===== src/rtl/mem_pkg.sv =====
// Shared types and constants for the RAM arbiter slice.
package mem_pkg;

    localparam int unsigned ADDR_W_DEF = 16;
    localparam int unsigned DATA_W_DEF = 16;
    localparam int unsigned BYTE_W     = 8;
    localparam int unsigned RAM_BYTES  = 256;

    typedef enum logic [2:0] {
        IDLE,
        ACCESS,
        RMW_RD,
        RMW_WR,
        DONE
    } arb_state_e;

endpackage


===== src/rtl/ram_arbiter_rr_pick2.sv =====
// Two-way round-robin selector: on a tie the port not served last wins.
module rr_pick2 (
    input  logic [1:0] req,
    input  logic [1:0] mask,
    input  logic       last,
    output logic       valid_c,
    output logic       winner_c
);

    logic [1:0] elig;

    always_comb begin
        elig     = req & ~mask;
        valid_c  = |elig;
        winner_c = 1'b0;
        if (elig == 2'b11) begin
            winner_c = ~last;
        end else if (elig[1]) begin
            winner_c = 1'b1;
        end
    end

endmodule


===== src/rtl/ram_arbiter.sv =====
// Two-port round-robin arbiter and sequencer in front of the word-write RAM.
// Byte writes are turned into a read-modify-write of the containing word.
module ram_arbiter
    import mem_pkg::*;
#(
    parameter int unsigned ADDR_W = ADDR_W_DEF,
    parameter int unsigned DATA_W = DATA_W_DEF
) (
    input  logic              clk,
    input  logic              reset,
    input  logic              req0,
    input  logic              we0,
    input  logic              byte0,
    input  logic [ADDR_W-1:0] addr0,
    input  logic [DATA_W-1:0] wdata0,
    output logic              ack0,
    input  logic              req1,
    input  logic              we1,
    input  logic              byte1,
    input  logic [ADDR_W-1:0] addr1,
    input  logic [DATA_W-1:0] wdata1,
    output logic              ack1,
    output logic [DATA_W-1:0] rdata,
    output logic [ADDR_W-1:0] mem_address,
    output logic [DATA_W-1:0] mem_data_in,
    output logic              mem_we,
    input  logic [DATA_W-1:0] mem_data_out
);

    arb_state_e        state_q, state_d;
    logic              last_q;
    logic              port_q;
    logic              we_q;
    logic              byte_q;
    logic [ADDR_W-1:0] addr_q;
    logic [DATA_W-1:0] wdata_q;
    logic [DATA_W-1:0] merge_q;
    logic [DATA_W-1:0] rdata_q;
    logic              ack0_q;
    logic              ack1_q;

    logic              grant_valid_c;
    logic              winner_c;
    logic              arbitrate_c;
    logic              sel_we_c;
    logic              sel_byte_c;
    logic [ADDR_W-1:0] sel_addr_c;
    logic [DATA_W-1:0] sel_wdata_c;
    logic [DATA_W-1:0] read_val_c;

    // A port whose ack is high is dropping its request next edge, so mask it.
    rr_pick2 u_pick (
        .req      ({req1, req0}),
        .mask     ({ack1_q, ack0_q}),
        .last     (last_q),
        .valid_c  (grant_valid_c),
        .winner_c (winner_c)
    );

    always_comb begin
        sel_we_c    = winner_c ? we1    : we0;
        sel_byte_c  = winner_c ? byte1  : byte0;
        sel_addr_c  = winner_c ? addr1  : addr0;
        sel_wdata_c = winner_c ? wdata1 : wdata0;
        arbitrate_c = ((state_q == IDLE) || (state_q == DONE)) && grant_valid_c;
        read_val_c  = (byte_q && !we_q) ? DATA_W'(mem_data_out[DATA_W-1 -: BYTE_W])
                                        : mem_data_out;
    end

    always_ff @(posedge clk or posedge reset) begin
        if (reset) begin
            state_q <= IDLE;
        end else begin
            state_q <= state_d;
        end
    end

    // Next state and RAM port drive; DONE arbitrates exactly like IDLE.
    always_comb begin
        state_d     = state_q;
        mem_we      = 1'b0;
        mem_data_in = wdata_q;
        case (state_q)
            IDLE, DONE: begin
                state_d = IDLE;
                if (grant_valid_c) begin
                    state_d = (sel_we_c && sel_byte_c) ? RMW_RD : ACCESS;
                end
            end
            ACCESS: begin
                mem_we  = we_q;
                state_d = DONE;
            end
            RMW_RD: begin
                state_d = RMW_WR;
            end
            RMW_WR: begin
                mem_we      = 1'b1;
                mem_data_in = merge_q;
                state_d     = DONE;
            end
            default: begin
                state_d = IDLE;
            end
        endcase
    end

    always_ff @(posedge clk or posedge reset) begin
        if (reset) begin
            last_q  <= 1'b1;
            port_q  <= 1'b0;
            we_q    <= 1'b0;
            byte_q  <= 1'b0;
            addr_q  <= '0;
            wdata_q <= '0;
            merge_q <= '0;
            rdata_q <= '0;
            ack0_q  <= 1'b0;
            ack1_q  <= 1'b0;
        end else begin
            ack0_q <= 1'b0;
            ack1_q <= 1'b0;
            if (arbitrate_c) begin
                last_q  <= winner_c;
                port_q  <= winner_c;
                we_q    <= sel_we_c;
                byte_q  <= sel_byte_c;
                addr_q  <= sel_addr_c;
                wdata_q <= sel_wdata_c;
            end
            if (state_q == ACCESS) begin
                rdata_q <= read_val_c;
            end
            if (state_q == RMW_RD) begin
                merge_q <= {wdata_q[BYTE_W-1:0], mem_data_out[DATA_W-BYTE_W-1:0]};
            end
            if ((state_q == ACCESS) || (state_q == RMW_WR)) begin
                ack0_q <= ~port_q;
                ack1_q <= port_q;
            end
        end
    end

    assign ack0        = ack0_q;
    assign ack1        = ack1_q;
    assign rdata       = rdata_q;
    assign mem_address = addr_q;

endmodule


===== config.mk =====
export PLATFORM = sky130hd
export DESIGN_NAME = ram_arbiter
export DESIGN_NICKNAME = d
export VERILOG_FILES = /design/src/rtl/mem_pkg.sv /design/src/rtl/ram_arbiter_rr_pick2.sv /design/src/rtl/ram_arbiter.sv
export SDC_FILE = /design/constraint.sdc
export NUM_CORES = 1
export LEC_CHECK = 0
export CORE_ASPECT_RATIO = 1.1
export CORE_MARGIN = 3
export CORE_UTILIZATION = 39
export CTS_CLUSTER_SIZE = 20
export DETAILED_ROUTE_END_ITERATION = 8
export PLACE_DENSITY = 0.77
export REMOVE_ABC_BUFFERS = 1
export SKIP_CTS_REPAIR_TIMING = 1
export SYNTH_ARGS = -nofsm -noshare
export SYNTH_HDL_FRONTEND = slang
export SYNTH_HIERARCHICAL = 1
export SYNTH_SLANG_ARGS = --single-unit
export TNS_END_PERCENT = 30

===== constraint.sdc =====
create_clock -name clk -period 2.1 [get_ports clk]
set_input_delay 0.21 -clock clk [delete_from_list [all_inputs] [get_ports clk]]
set_output_delay 0.21 -clock clk [all_outputs]
set_load 0.005 [all_outputs]

* Word-level counts from Yosys, hierarchy flattened
Cells that the tools add are included.
** Storage, ports and cells
- Flip-flop bits (word level) :: 73
- Input bits :: 88
- Output and inout port bits :: 51
- Logic and storage cells :: 44
** Operators by class
- Eq/ne operators :: 5
- Multiplexer cells :: 14
- Bitwise gates (word level) :: 4
- Reduce and logical (&&, ||, !) cells :: 10
** Operator list (count)
- two-way mux 16 bit :: 4
- case mux 3 bit (3 select lines) :: 1
- equality test 3 x 2 -> 1 bit (second input constant) :: 2
- two-way mux 1 bit :: 6
- OR reduction 2 bit :: 3
- two-way mux 2 bit :: 2
- equality test 3 x 1 -> 1 bit (second input constant) :: 1
- equality test 3 bit (second input constant) :: 1
- logical AND 1 bit :: 3
- logical NOT 3 bit :: 1
- AND 2 bit :: 1
- equality test 2 bit (second input constant) :: 1
- logical OR 1 bit :: 2
- NOT 1 bit :: 2
- NOT 2 bit :: 1
- case mux 1 bit (2 select lines) :: 1
- logical NOT 1 bit :: 1

* Logic depth before layout (Yosys ltp)
Gate-level depths: netlist (run 1).
- Word-level depth :: 9
- Mapped depth :: 7
- Depth with buffers taken out :: 5

* Cells and area by module
Netlist (run 1), hierarchy kept.
** Modules (own cells, without submodules)
- ram_arbiter :: times used 1, cells an instance 303, area an instance 3334.4 um^2, seq. area each 1828.0 um^2
- rr_pick2 :: times used 1, cells an instance 5, area an instance 38.8 um^2, seq. area each 0.0 um^2

* Worst setup path after synthesis (run 1)
No wires, ideal clock.
- Path type :: reg2reg
- Start point :: register ack1_q (netlist: ack1)
- End point :: register byte_q
- Setup time :: 0.126 ns
- Data arrival time :: 1.390 ns
- Required time :: 1.974 ns
- Slack :: 0.584 ns
- Stages on the path, launching flop included :: 7
- Path buffers :: 2
- Clock period less this slack :: 1.516 ns
- Path through :: dfrtp_1 > nand2b_4 > a31oi_2 > buf_4 > buf_2 > mux2i_1 > a21oi_1
** On the way
- Cells in the longest elaborated chain, start to end :: 5
- Elaborated cells on any way between the ends :: 8
- Classes of those cells :: eq/ne: 1; mux: 3; bitwise: 2; reduce/logical: 2
** RTL lines
- from (decl) :: RTL line ram_arbiter.sv:40 : logic ack1_q;
- from (signal assigned) :: RTL line ram_arbiter.sv:139 : ack1_q <= port_q;
- NOT 2 bit (*) :: RTL line ram_arbiter_rr_pick2.sv:13 : elig = req & ~mask;
- AND 2 bit (*) :: RTL line ram_arbiter_rr_pick2.sv:13
- equality test 2 bit / two-way mux 1 bit (equally long branches) :: RTL line ram_arbiter_rr_pick2.sv:16, ram_arbiter_rr_pick2.sv:18
- two-way mux 1 bit (*) :: RTL line ram_arbiter_rr_pick2.sv:16 : if (elig == 2'b11) begin
- named net winner_c :: RTL line ram_arbiter.sv:43 : logic winner_c;
- two-way mux 1 bit (*) :: RTL line ram_arbiter.sv:62 : sel_byte_c = winner_c ? byte1 : byte0;
- to (signal assigned) :: RTL line ram_arbiter.sv:127 : byte_q <= sel_byte_c;
- to (decl) :: RTL line ram_arbiter.sv:34 : logic byte_q;
Mark *: on every way through the listed nets, which the timed path passes. The rest lies on a longest branch.
A chain may end at the register's enable or synchronous reset.

* Worst setup path after layout (run 1)
- Start point :: register state_q[2]
- End point :: output port mem_data_in[2]
** On the way
- Cells in the longest elaborated chain, start to end :: 2
** RTL lines
- from (decl) :: RTL line ram_arbiter.sv:30 : arb_state_e state_q, state_d;
- from (signal assigned) :: RTL line ram_arbiter.sv:74 : state_q <= state_d;
- equality test 3 x 2 -> 1 bit :: RTL line ram_arbiter.sv:83 : case (state_q)
- two-way mux 16 bit :: RTL line ram_arbiter.sv:83
- to (decl) :: RTL line ram_arbiter.sv:25 : output logic [DATA_W-1:0] mem_data_in,
Every way passes these cells.

==> results by group, run 1 <==
Clocking
  – Clock Latency Late Sink: 350 ps
  – CTS buffer count: 9
  – Clock-pin slew on the worst setup and hold paths: 80 ps
  – Clk buf depth: 2
  – H-tree Lvls: 3
  – Clk sink count: 73
  – CTS tree: built
  – Clock tree root driver cell: clkbuf_8

Die
  – Die W: 94.68 µm
  – Die Ht: 103.5 µm
  – Die area: 9803 µm²
  – I/O pin total: 139
  – FP Rows: 34
  – Initial Utilization: 0.4130
  – Core ar.: 8168 µm²

STA
  – Worst Clk Skew: 9.855 ps
  – Clock period minus worst slack: 2229 ps
  – Max transition margin: 0.5488
  – Final Hold Vio Count: 0
  – Post-route setup slack: -128.5 ps
  – RSZ-0062 raised after global routing: true
  – Final period util: 1.061
  – Peak Freq: 0.4487 GHz
  – Fin Setup TNS: -1288 ps
  – Slew Viols, Final: 0
  – Tightest Pin Transition: 675.5 ps
  – Setup Viol. Count Final: 13

Power
  – Reg power frac: 0.336
  – Pleak: 2.248 nW
  – Worst VDD drop: 590.1 µV
  – Pint: 5.062 mW
  – Net switching power: 2.538 mW
  – PD cells: 1448 nW/µm²
  – Clock Power Share: 0.192
  – Sw frac: 0.3339
  – Comb pwr share: 0.472

Global routing
  – First-pass GRT wire length: 14300 µm
  – Vias in the first global route: 2859
  – Initial antenna violation count: 0
  – Largest net degree at the start of global routing: 37
  – Total gr overflow: 0
  – GRT Util Overall: 0.1872

Worst setup path
  – Slowest Stage Delay on Critical Path: 500 ps
  – CP delay by family, top: simple AND/OR/NAND/NOR gates
  – Critical path launch point type: flop
  – Crit-path max FO: 8
  – Cells along the critical path: and2b_4, nand2_4, mux2_2, clkdlybuf4s50_1
  – Setup CP Type: reg -> out
  – Worst reg2reg path depth: 3
  – Reg2Reg Setup Slack: 460 ps
  – Reg2reg end: merge_q[11]
  – Critical R2R Launch: state_q[1]
  – CP required: 1890 ps
  – Number of buffers and inverters on the critical path: 1
  – Slowest CP cell: clkdlybuf4s50_1
  – Crit end category: output pin
  – Worst EP arrival: 2020 ps

Yosys
  – Syn Inst Count: 308
  – FF+latch count, synth: 73
  – Yosys warning count: 6
  – Syn_area_per_cell: 10.95 µm²
  – Distinct cells, synth: 30
  – Mapped Area: 3373 µm²
  – Ys async rst share: 1.000
  – Main synth FF type: dfrtp_1
  – Register area share after synthesis: 0.5419
  – Post-synth EDFFs: 0

Drt
  – TritonRoute pass-1 iters: 4
  – Final ANT Viol Nets: 0
  – Initial DRC Count: 37
  – Via count: 2860
  – Post-Route WL: 8968 µm
  – DR WL/cell: 15.87 µm
  – DRC: 0
  – Vias per std cell: 5.062

Final layout
  – Final net count: 540
  – Number of inserted diodes: 0
  – Synthesis-to-finish area growth: 55.56%
  – Share of layout cells above drive strength 1: 0.1488
  – Most frequent cells in the layout: clkdlybuf4s50_1, dfrtp_1, nor2_1, a21oi_1, mux2i_1
  – Most common cell after layout, fill and taps aside: clkdlybuf4s50_1

Hold path
  – Worst hold path type: in -> async

Place
  – HPWL Detailed: 6468 µm
  – GP Congestion: 0.7886
  – Port bufs: 138
  – Pre-CTS WS: 177.7 ps

Run status
  – Failing checks: setup timing
  – Outcome: finished, violations left

Flow run
  – Max cap viols: 0
[synthesized netlist by cell type, types with 2 or more instances]
master    count  area share
a21oi_1      35       0.052
a31oi_1       8       0.015
buf_2        14       0.021
buf_4         2      0.0044
buf_6         2      0.0067
clkbuf_1      3      0.0033
dfrtp_1      72        0.53
inv_1         4      0.0044
mux2_1        8       0.027
mux2_2       26       0.087
mux2i_1      33       0.098
nand2_1      32       0.036
nand3_1       8       0.012
nor2_1       42       0.047
nor2b_1       3      0.0056
nor3b_2       2      0.0074
[registers in the layout (all words and copies together), names as in the netlist]
register and count:
ack0 1, ack1 1, byte_q 1, last_q 1, mem_address 16, merge_q 16
port_q 1, rdata 16, state_q 3, wdata_q 16, we_q 1
[worst register-to-register path: stages (launching register included)]
cell and delay [ps]:
dfrtp_1 630, nor3b_4 310, buf_4 230, mux2_2 360
[power by group through the flow]
stage | Sequential [mW] | Combinational [mW] | Clock [mW]
5_1_grt | 2.66 | 3.96 | 1.55
6_report | 2.55 | 3.59 | 1.46
4_1_cts | 2.53 | 3.57 | 1.48
3_3_place_gp | 2.54 | 3.44 | 0
2_1_floorplan | 2.47 | 1.60 | 0
3_5_place_dp | 2.56 | 3.54 | 0
[cell type report]
type / instances / area, µm²
clock inverter: 7 / 141.4
multi-input combinational: 211 / 1464
tap: 108 / 135.1
timing repair buffer: 153 / 1539
fill: 666 / 2920
clock buffer: 9 / 123.9
inverter: 4 / 16.27
sequential: 73 / 1828
[worst max path at each step]
stage | cells past startpoint | slack (ps) | from | to
final | 4 | -130 | state_q[2] | mem_data_in[2]
after global placement | 4 | 250 | state_q[0] | mem_data_in[12]
after CTS | 4 | -210 | state_q[0] | mem_data_in[10]
after floorplan | 4 | -3050 | ack1 | last_q
after detailed placement | 4 | 180 | state_q[0] | mem_data_in[10]
after global routing | 4 | -180 | state_q[2] | mem_data_in[13]
[cells by family after synthesis]
| family | share of synthesized area |
|---|---|
| flops | 0.5419 |
| buf+inv | 0.03969 |
| simple gates | 0.1257 |
| mux | 0.2114 |
| compound gates | 0.08123 |
[metal layers]
metal	global-route usage	vias up	wire [µm]
li1	-	1357	-
met1	0.2337	1365	3625
met2	0.3093	118	4457
met3	0.04641	20	659
met4	0.07113	0	225
met5	0	-	0
[metrics by stage]
step / hold slack (ps) / instances / power [mW] / instance area, µm² / utilization
finish: 91.60 / 565 / 7.600 / 5248 / 0.6425
global route: 91.56 / 565 / 8.159 / 5248 / 0.6425
CTS: 85.11 / 562 / 7.581 / 5192 / 0.6357
detailed placement: 454.3 / 546 / 6.099 / 4927 / 0.6032
global placement: 449.2 / 546 / 5.981 / 4927 / 0.6032
floorplan: 342.7 / 287 / 4.075 / 3254 / -
Note: power is estimated with default switching activity, not from simulation.
==> run 2: changes to the inputs <==
--- a/config.mk
+++ b/config.mk
@@ -10,6 +10,7 @@
 export CORE_UTILIZATION = 39
 export CTS_CLUSTER_SIZE = 20
 export DETAILED_ROUTE_END_ITERATION = 8
+export GPL_TIMING_DRIVEN = 0
 export PLACE_DENSITY = 0.77
 export REMOVE_ABC_BUFFERS = 1
 export SKIP_CTS_REPAIR_TIMING = 1
==> run 2 against run 1 <==
Against the previous run: the run still ends with setup timing left; sequential cell count is the same; sequential power is essentially flat; global-route usage shrank 1.3 points; clock-buffer cell count grew 2; worst setup slack gained 34 ps; sequential share of layout area grew 0.18 points.
==> results by group, run 2 (synthesis gave the netlist of run 1 again) <==
Final layout
  – Final net count: 534
  – Finished Layout Cells: 559
  – Most common cell after layout, fill and taps aside: clkdlybuf4s50_1
  – Synthesis-to-finish area growth: 55.08%
  – Share of layout cells above drive strength 1: 0.1441
  – Most frequent cells in the layout: clkdlybuf4s50_1, dfrtp_1, nor2_1, a21oi_1, mux2i_1
  – Number of inserted diodes: 0
  – Util after Layout: 0.6405

Clocking
  – Clk buf depth: 2
  – Clock-pin slew on the worst setup and hold paths: 80 ps
  – H-tree Lvls: 3
  – CTS tree: built
  – Clock tree root driver cell: clkbuf_8
  – Clk sink count: 73
  – CTS buffer count: 9
  – Clock Latency Late Sink: 340 ps

Worst setup path
  – Slowest Stage Delay on Critical Path: 500 ps
  – Worst EP arrival: 1980 ps
  – Critical path launch point type: flop
  – Setup CP Type: reg -> out
  – CP required: 1890 ps
  – Crit-path max FO: 8
  – Cells along the critical path: and2b_4, nand2_8, mux2_2, clkdlybuf4s50_1
  – Slowest CP cell: clkdlybuf4s50_1
  – Crit end category: output pin

Power
  – Worst VDD drop: 747.3 µV
  – Pleak: 2.232 nW
  – PD cells: 1417 nW/µm²
  – Tot Pwr: 7.410 mW

Drt
  – Final ANT Viol Nets: 0
  – Initial DRC Count: 67
  – Metal2 WL: 4214 µm
  – DRT met1 WL: 3383 µm
  – Vias per std cell: 4.952
  – Post-Route WL: 8332 µm
  – DRC: 0
  – Via count: 2768
  – Top Layer Used: met4
  – TritonRoute pass-1 iters: 4
  – DR WL/cell: 14.91 µm
  – Metal3 WL: 607 µm

STA
  – Clock period minus worst slack: 2195 ps
  – RSZ-0062 raised after global routing: true
  – Tightest Pin Transition: 873.8 ps
  – Setup Viol. Count Final: 7
  – Final period util: 1.045
  – Worst Clk Skew: 8.885 ps
  – Slew Viols, Final: 0
  – Max transition margin: 0.4175
  – Final Hold Vio Count: 0
  – Post-route setup slack: -94.95 ps
  – Worst hold slack: 233.7 ps
  – Peak Freq: 0.4556 GHz

Global routing
  – GRT Util Overall: 0.1742
  – First-pass GRT wire length: 13590 µm
  – Total gr overflow: 0
  – Initial antenna violation count: 0
  – Largest net degree at the start of global routing: 43
  – Vias in the first global route: 2815

Die
  – Die Ht: 103.5 µm
  – I/O pin total: 139
  – Core ar.: 8168 µm²
  – Die area: 9803 µm²
  – Die W: 94.68 µm
  – Initial Utilization: 0.4130
  – FP Rows: 34

Run status
  – Failing checks: setup timing
  – Outcome: finished, violations left

Place
  – HPWL Detailed: 6250 µm
  – GP Congestion: 0.7349
  – Placed insts: 540
  – Port bufs: 138
  – Pre-CTS WS: -397.8 ps

Hold path
  – Worst hold path type: in -> async

Flow run
  – Max cap viols: 0
## run 2: through the flow
stage / setup TNS (ps) / area (µm²)
floorplan: -105870 / 3254
global placement: -275950 / 4771
detailed placement: -6405 / 4901
CTS: -5064 / 5130
global route: -1130 / 5231
finish: -595.5 / 5231
## run 2: cell type report
class / instances / area [µm²]
sequential: 73 / 1832
timing repair buffer: 147 / 1544
clock buffer: 11 / 151.4
fill: 673 / 2937
tap: 108 / 135.1
clock inverter: 5 / 77.57
multi-input combinational: 211 / 1474
inverter: 4 / 17.52
## run 2: layer usage
metal | vias up | GRT usage
met1 | 1298 | 0.2158
met3 | 14 | 0.04931
li1 | 1345 | -
met4 | 0 | 0.06392
met5 | - | 0
met2 | 111 | 0.2861
## run 2: report_power, final
group	internal (mW)	switching, mW	total, mW
Combinational	2.06	1.52	3.58
Sequential	2.13	0.446	2.57
Clock	0.730	0.525	1.26
Total	4.92	2.49	7.41
## run 2: critical path, delay by kind of cell, from the launching register on
| kind | cells | cell delay (ps) |
|---|---|---|
| multiplexers | 1 | 260 |
| flip-flops | 1 | 440 |
| AND/OR/NAND/NOR | 2 | 450 |
| buffers and inverters | 1 | 500 |
## run 2: path summary, 6_finish.rpt
check                           startpoint               to  slack [ps]  cells past startpoint
setup reg to reg                      ack1       state_q[1]         130                      6
min in group clk           mem_data_out[8]         rdata[8]         450                      3
max in group asynchronous            reset           last_q        1250                      3
setup / recovery                state_q[2]   mem_data_in[5]         -90                      4
hold / removal                       reset  mem_address[12]         230                      2
hold reg to reg                  rdata[15]        rdata[15]         470                      2
